$ cat src/rtl/wb_rr_arbiter.sv
// wb_rr_arbiter
// -----------------------------------------------------------------------------
// Two-master round-robin Wishbone arbiter. One slave is shared between two
// masters. The grant is held for the owner's whole bus cycle (cyc high). Ack
// and read data go back only to the owner. A watchdog aborts a slave access
// that hangs.
//
// Handshake: a transfer is offered while s_stb_o is high. It completes in the
// cycle where s_ack_i is high. The master keeps stb and its payload stable
// until that cycle. cyc brackets a burst of such transfers, and the grant is
// never taken away while the owner holds cyc.
//
// Ports
//   clk, reset            rising-edge clock; synchronous active-high reset
//   mN_adr_i/dat_i/we_i/  master N request (N = 0, 1)
//   stb_i/sel_i/cyc_i
//   mN_dat_o/ack_o/err_o  master N response (err = watchdog abort pulse)
//   s_adr_o/dat_o/we_o/   request muxed to the shared slave
//   stb_o/sel_o/cyc_o
//   s_dat_i/ack_i         slave response
//   gnt_o                 one-hot owner (bit0 = m0, bit1 = m1), 00 = none
//   dbg_state_o           FSM state: 0 IDLE, 1 OWN0, 2 OWN1, 3 ABORT
// -----------------------------------------------------------------------------
module wb_rr_arbiter #(
    parameter int ADDR_W  = 32,
    parameter int DATA_W  = 32,
    parameter int SEL_W   = DATA_W / 8,
    parameter int TIMEOUT = 255
) (
    input  logic              clk,
    input  logic              reset,

    input  logic [ADDR_W-1:0] m0_adr_i,
    input  logic [DATA_W-1:0] m0_dat_i,
    output logic [DATA_W-1:0] m0_dat_o,
    input  logic              m0_we_i,
    input  logic              m0_stb_i,
    input  logic [SEL_W-1:0]  m0_sel_i,
    input  logic              m0_cyc_i,
    output logic              m0_ack_o,
    output logic              m0_err_o,

    input  logic [ADDR_W-1:0] m1_adr_i,
    input  logic [DATA_W-1:0] m1_dat_i,
    output logic [DATA_W-1:0] m1_dat_o,
    input  logic              m1_we_i,
    input  logic              m1_stb_i,
    input  logic [SEL_W-1:0]  m1_sel_i,
    input  logic              m1_cyc_i,
    output logic              m1_ack_o,
    output logic              m1_err_o,

    output logic [ADDR_W-1:0] s_adr_o,
    output logic [DATA_W-1:0] s_dat_o,
    input  logic [DATA_W-1:0] s_dat_i,
    output logic              s_we_o,
    output logic              s_stb_o,
    output logic [SEL_W-1:0]  s_sel_o,
    output logic              s_cyc_o,
    input  logic              s_ack_i,

    output logic [1:0]        gnt_o,
    output logic [1:0]        dbg_state_o
);

    // The counter must be able to hold TIMEOUT itself. With the watchdog
    // disabled (TIMEOUT = 0) a 1-bit counter is kept so that the widths stay legal.
    localparam int WD_W = (TIMEOUT > 0) ? $clog2(TIMEOUT + 1) : 1;
    localparam logic [WD_W-1:0] WD_MAX = WD_W'(TIMEOUT);

    typedef enum logic [1:0] {
        ST_IDLE  = 2'd0,
        ST_OWN0  = 2'd1,
        ST_OWN1  = 2'd2,
        ST_ABORT = 2'd3
    } state_t;

    state_t          r_state;
    state_t          w_state_nxt;
    logic            r_last_srv;
    logic            w_last_srv_nxt;
    logic [WD_W-1:0] r_wd_cnt;
    logic [WD_W-1:0] w_wd_cnt_nxt;

    logic            w_own0;
    logic            w_own1;
    logic            w_timeout;

    assign w_own0      = (r_state == ST_OWN0);
    assign w_own1      = (r_state == ST_OWN1);
    assign dbg_state_o = r_state;

    // ------------------------------------------------------------------
    // Request mux: the owner's signals pass straight through. In IDLE and
    // ABORT everything toward the slave is held at zero.
    // ------------------------------------------------------------------
    always_comb begin
        s_adr_o = '0;
        s_dat_o = '0;
        s_we_o  = 1'b0;
        s_stb_o = 1'b0;
        s_sel_o = '0;
        s_cyc_o = 1'b0;
        gnt_o   = 2'b00;
        if (w_own0) begin
            s_adr_o = m0_adr_i;
            s_dat_o = m0_dat_i;
            s_we_o  = m0_we_i;
            s_stb_o = m0_stb_i;
            s_sel_o = m0_sel_i;
            s_cyc_o = m0_cyc_i;
            gnt_o   = 2'b01;
        end else if (w_own1) begin
            s_adr_o = m1_adr_i;
            s_dat_o = m1_dat_i;
            s_we_o  = m1_we_i;
            s_stb_o = m1_stb_i;
            s_sel_o = m1_sel_i;
            s_cyc_o = m1_cyc_i;
            gnt_o   = 2'b10;
        end
    end

    // Timeout fires only on a strobed, unacknowledged cycle. When ack and
    // timeout land in the same cycle, the ack wins.
    assign w_timeout = (TIMEOUT != 0) && s_stb_o && !s_ack_i && (r_wd_cnt == WD_MAX);

    // ------------------------------------------------------------------
    // Response routing. Only the owner sees ack/err/data. Ack and err are
    // also gated by reset, so a transfer cut off by reset never completes.
    // ------------------------------------------------------------------
    always_comb begin
        m0_dat_o = '0;
        m1_dat_o = '0;
        m0_ack_o = 1'b0;
        m1_ack_o = 1'b0;
        m0_err_o = 1'b0;
        m1_err_o = 1'b0;
        if (w_own0) begin
            m0_dat_o = s_dat_i;
            m0_ack_o = s_ack_i && !reset;
            m0_err_o = w_timeout && !reset;
        end else if (w_own1) begin
            m1_dat_o = s_dat_i;
            m1_ack_o = s_ack_i && !reset;
            m1_err_o = w_timeout && !reset;
        end
    end

    // Watchdog: counts strobed cycles that have no ack. It saturates at
    // WD_MAX; the abort that follows drops stb, which clears the counter.
    always_comb begin
        w_wd_cnt_nxt = '0;
        if (s_stb_o && !s_ack_i) begin
            w_wd_cnt_nxt = (r_wd_cnt == WD_MAX) ? r_wd_cnt : r_wd_cnt + 1'b1;
        end
    end

    // ------------------------------------------------------------------
    // Next-state logic. Ownership always returns to IDLE for at least
    // one cycle, so back-to-back owners are separated by an idle cycle.
    // ------------------------------------------------------------------
    always_comb begin
        w_state_nxt    = r_state;
        w_last_srv_nxt = r_last_srv;
        case (r_state)
            ST_IDLE: begin
                if (m0_cyc_i && m1_cyc_i) begin
                    w_state_nxt = r_last_srv ? ST_OWN0 : ST_OWN1;
                end else if (m0_cyc_i) begin
                    w_state_nxt = ST_OWN0;
                end else if (m1_cyc_i) begin
                    w_state_nxt = ST_OWN1;
                end
            end
            ST_OWN0: begin
                if (w_timeout) begin
                    w_state_nxt    = ST_ABORT;
                    w_last_srv_nxt = 1'b0;
                end else if (!m0_cyc_i) begin
                    w_state_nxt    = ST_IDLE;
                    w_last_srv_nxt = 1'b0;
                end
            end
            ST_OWN1: begin
                if (w_timeout) begin
                    w_state_nxt    = ST_ABORT;
                    w_last_srv_nxt = 1'b1;
                end else if (!m1_cyc_i) begin
                    w_state_nxt    = ST_IDLE;
                    w_last_srv_nxt = 1'b1;
                end
            end
            ST_ABORT: begin
                // last_srv records the aborted master. Wait until that
                // master lets go of its cycle.
                if (r_last_srv ? !m1_cyc_i : !m0_cyc_i) begin
                    w_state_nxt = ST_IDLE;
                end
            end
            default: w_state_nxt = ST_IDLE;
        endcase
    end

    always_ff @(posedge clk) begin
        if (reset) begin
            r_state    <= ST_IDLE;
            r_last_srv <= 1'b1;   // m0 wins the first tie
            r_wd_cnt   <= '0;
        end else begin
            r_state    <= w_state_nxt;
            r_last_srv <= w_last_srv_nxt;
            r_wd_cnt   <= w_wd_cnt_nxt;
        end
    end

endmodule
$ cat config.mk
export PLATFORM = sky130hd
export DESIGN_NAME = wb_rr_arbiter
export DESIGN_NICKNAME = d
export VERILOG_FILES = /design/src/rtl/wb_rr_arbiter.sv
export SDC_FILE = /design/constraint.sdc
export NUM_CORES = 1
export LEC_CHECK = 0
export CAP_MARGIN = 15
export CORE_AREA = 8 8 117 119
export CTS_CLUSTER_DIAMETER = 40
export DETAILED_ROUTE_END_ITERATION = 7
export DIE_AREA = 0 0 125 127
export GPL_ROUTABILITY_DRIVEN = 0
export PLACE_DENSITY = 0.65
export SYNTH_ARGS = -nofsm -noshare
export SYNTH_HDL_FRONTEND = slang
export SYNTH_SLANG_ARGS = --single-unit
export TNS_END_PERCENT = 1
$ cat constraint.sdc
create_clock -name clk -period 3.8 [get_ports clk]
set_input_delay 0.76 -clock clk [delete_from_list [all_inputs] [get_ports clk]]
set_output_delay 0.76 -clock clk [all_outputs]
set_load 0.05 [all_outputs]
==> results.py <==
metrics = {
    "floorplanning": {
        "io_pins": 320,
        "core_um2": 11800,
        "num_rows": 40,
        "fp.dieW_um": 125,
        "start_util_pct": 15.7,
        "die_y_um": 127,
        "die_area_um2": 15900,
    },
    "setup_path": {
        "startpoint_type": "register",
        "end_kind": "output pin",
        "regToRegEndpoint": "dbg_state_o[0]",
        "timing.reg2reg.setup_slack_ns": 1.27,
        "r2r_cells": 6,
        "arrival_ns": 2.42,
        "r2r_start": "dbg_state_o[1]",
        "required_ns": 3.04,
        "path_max_fanout": 50,
        "critPathKind": "register to output pin",
    },
    "power": {
        "intPower_w": 0.00209,
        "leakagePower_nw": 2.32,
        "sw_frac_of_total_pct": 57.8,
        "clkPwrFrac_pct": 3.9,
        "power_density_nw_per_um2": 882,
        "seq_power_share_pct": 3.0,
        "p_switching_w": 0.00287,
        "pwr-share-comb_pct": 93.1,
        "irDropWorstVdd_mv": 0.501,
    },
    "synthesis": {
        "synthCells": 242,
        "synth-seq-cells": 11,
        "yosysWarnings": 0,
        "synth_area_per_cell_um2": 7.67,
        "seq_area_frac_synth_pct": 11.9,
        "syn-num-nets": 426,
        "netlist_area_um2": 1860,
        "synth.largest_area_cell": "a22o_1",
        "synth_cell_types": 35,
        "yosysTopAreaCellShare_pct": 33.5,
        "ys_top_cells_by_area": "a22o_1, and2_1, dfxtp_1, ha_1, clkbuf_1",
    },
    "sta": {
        "worst_slack_ns": 0.615,
        "fin_skew_ns": 0.00348,
        "min_period_ns": 3.18,
        "max_freq_ghz": 0.314,
        "relSlewSlack_pct": 58.7,
        "setup_viol": 0,
        "worstMarginPinSlew_ns": 0.619,
        "hold_viol_final": 0,
        "fin_tns_setup_ns": 0,
        "rsz0062_at_grt": "no",
        "slew_viol_final": 0,
        "finalCritPeriodShare_pct": 83.8,
    },
    "drt": {
        "vias": 3061,
        "wl_per_cell_um": 21.1,
        "drc_errors": 0,
        "first_pass_iters": 4,
        "ant_nets": 0,
        "viasPerCell": 4.44,
        "wl_mm": 14.6,
        "drt-initial-drc-count": 168,
    },
    "global_routing": {
        "grt_pass1_wl_mm": 21.1,
        "antenna_found_initial": 0,
        "grt_pass1_vias": 3147,
        "grt_overflow": 0,
        "grt_use_total_pct": 17.0,
        "grt_max_degree": 60,
    },
    "placed_design": {
        "dpl_worst_slack_ns": 0.667,
        "placed_area_um2": 5540,
        "port_buffers": 319,
        "dp_hpwl_mm": 12.5,
    },
    "clocking": {
        "clock_path_buffers": 2,
        "cts.sinks": 11,
        "numCtsBuffers": 3,
        "cts_root_buf": "clkbuf_16",
        "h-tree-depth": 1,
        "cts_hold_buf": 0,
        "postCtsSetupBuffers": 0,
        "cts_tree": "done",
        "clk_pin_slew_ns": 0.04,
        "post_cts_resized": 0,
        "worst_skew_pair.late_latency_ns": 0.24,
    },
    "finish": {
        "multi_input_area_um2": 1520,
        "drive_above_1_share_pct": 21.9,
        "stdcell_area_um2": 5620,
        "fillers": 1105,
        "regArea_um2": 220,
        "nets": 728,
        "area_growth_pct": 203,
        "antennaDiodeCount": 0,
    },
    "min_path": {
        "min_path_type": "register to register",
        "min_from": "r_wd_cnt[1]",
        "whs_path_depth": 2,
        "holdPathEnd": "r_wd_cnt[1]",
    },
    "outcome": {
        "status": "finished, final reports clean",
    },
    "job": {
        "maxCapViolCount": 0,
    },
}
==> power groups by stage <==
stage | sequential [W] | clock [W] | combinational, W
2_1_floorplan | 0.000180 | 0 | 0.00262
3_3_place_gp | 0.000151 | 0 | 0.00461
3_5_place_dp | 0.000151 | 0 | 0.00464
4_1_cts | 0.000149 | 0.000201 | 0.00465
5_1_grt | 0.000151 | 0.000205 | 0.00477
6_report | 0.000149 | 0.000195 | 0.00461
==> kinds of logic after synthesis <==
family | share of synthesized area, %
buffers and inverters | 7.14
xor gates and xnor gates | 1.89
adders and majority gates | 4.72
muxes | 1.75
and+or+nand+nor | 31.6
DFF | 11.9
AOI/OAI and AO/OA | 41.0
==> registers in the layout, summed over array words and instances, names as in the netlist <==
name         count
r_wd_cnt         8
r_last_srv       1
dbg_state_o      2
==> worst max-delay path by stage <==
stage | startpoint | to | slack, ns
floorplan | dbg_state_o[1] | m0_err_o | -0.49
CTS | dbg_state_o[1] | m0_ack_o | 0.57
global route | dbg_state_o[1] | m0_ack_o | 0.43
global placement | s_ack_i | m1_ack_o | 0.68
detailed placement | s_ack_i | m0_ack_o | 0.67
finish | dbg_state_o[1] | m0_ack_o | 0.62
==> worst max-delay path: stages (launching register included) <==
cell             delay (ns)
dfxtp_1                0.34
inv_1                  0.17
ha_4                   0.46
inv_1                  0.14
nor3b_1                0.22
clkdlybuf4s50_1        0.84
==> Yosys cell counts <==
cell       number
a2111oi_4       1
nor3b_1         2
and3_1          1
o211ai_1        1
o21bai_2        1
nor2b_1         1
mux2_2          1
nand2_1         7
buf_6           1
clkbuf_1       16
and2_1         64
a221oi_1        2
xor2_1          4
dfxtp_1        11
nor2_1         15
nand3b_4        1
a21oi_1         2
mux2i_1         1
nand2b_1        1
a22o_1         71
nor4_1          2
nand3_1         1
buf_2           7
buf_4           1
o2111ai_1       2
nand4_2         1
mux2_1          1
o21ai_0         4
a22oi_1         1
inv_1           5
nor3_1          2
nand3_2         1
a211oi_1        2
a31oi_1         1
ha_1            7
==> metal layers <==
| metal | up-vias | global-route usage (%) | wire, um |
|---|---|---|---|
| li1 | 1503 | - | - |
| met1 | 1426 | 18.9 | 5510 |
| met2 | 125 | 33.6 | 8150 |
| met3 | 7 | 3.20 | 844 |
| met4 | 0 | 1.50 | 53 |
| met5 | - | 0 | 0 |
==> area by class of cell <==
| type | instances | share of cell area, % |
|---|---|---|
| timing repair buffer | 322 | 63.9 |
| multi-input combinational | 201 | 27.1 |
| sequential | 11 | 3.92 |
| tap | 147 | 3.27 |
| clock buffer | 3 | 1.34 |
| inverter | 5 | 0.334 |
| clock inverter | 1 | 0.0890 |
==> layout by cell type (no fill, tap or decap), types with 2 or more instances in the layout <==
cell type,instances
a22o_1,71
nor2_1,15
a221oi_1,2
clkdlybuf4s50_1,215
inv_1,5
o21ai_0,4
nor4_1,2
nor3_1,2
buf_12,51
o2111ai_1,2
dfxtp_1,11
xor2_1,4
nand2_1,7
a211oi_1,2
nor3b_1,2
ha_1,6
clkbuf_16,3
and2_1,64
buf_4,56
a21oi_1,2
==> through the flow <==
step	hold slack [ns]	util (%)	total power, W	instances
floorplan	0.458	-	0.00280	242
global placement	0.475	46.9	0.00476	686
detailed placement	0.498	46.9	0.00479	686
CTS	0.510	47.6	0.00500	690
global route	0.554	47.6	0.00512	690
finish	0.508	47.6	0.00496	690
Power figures use the tool's default switching activity.
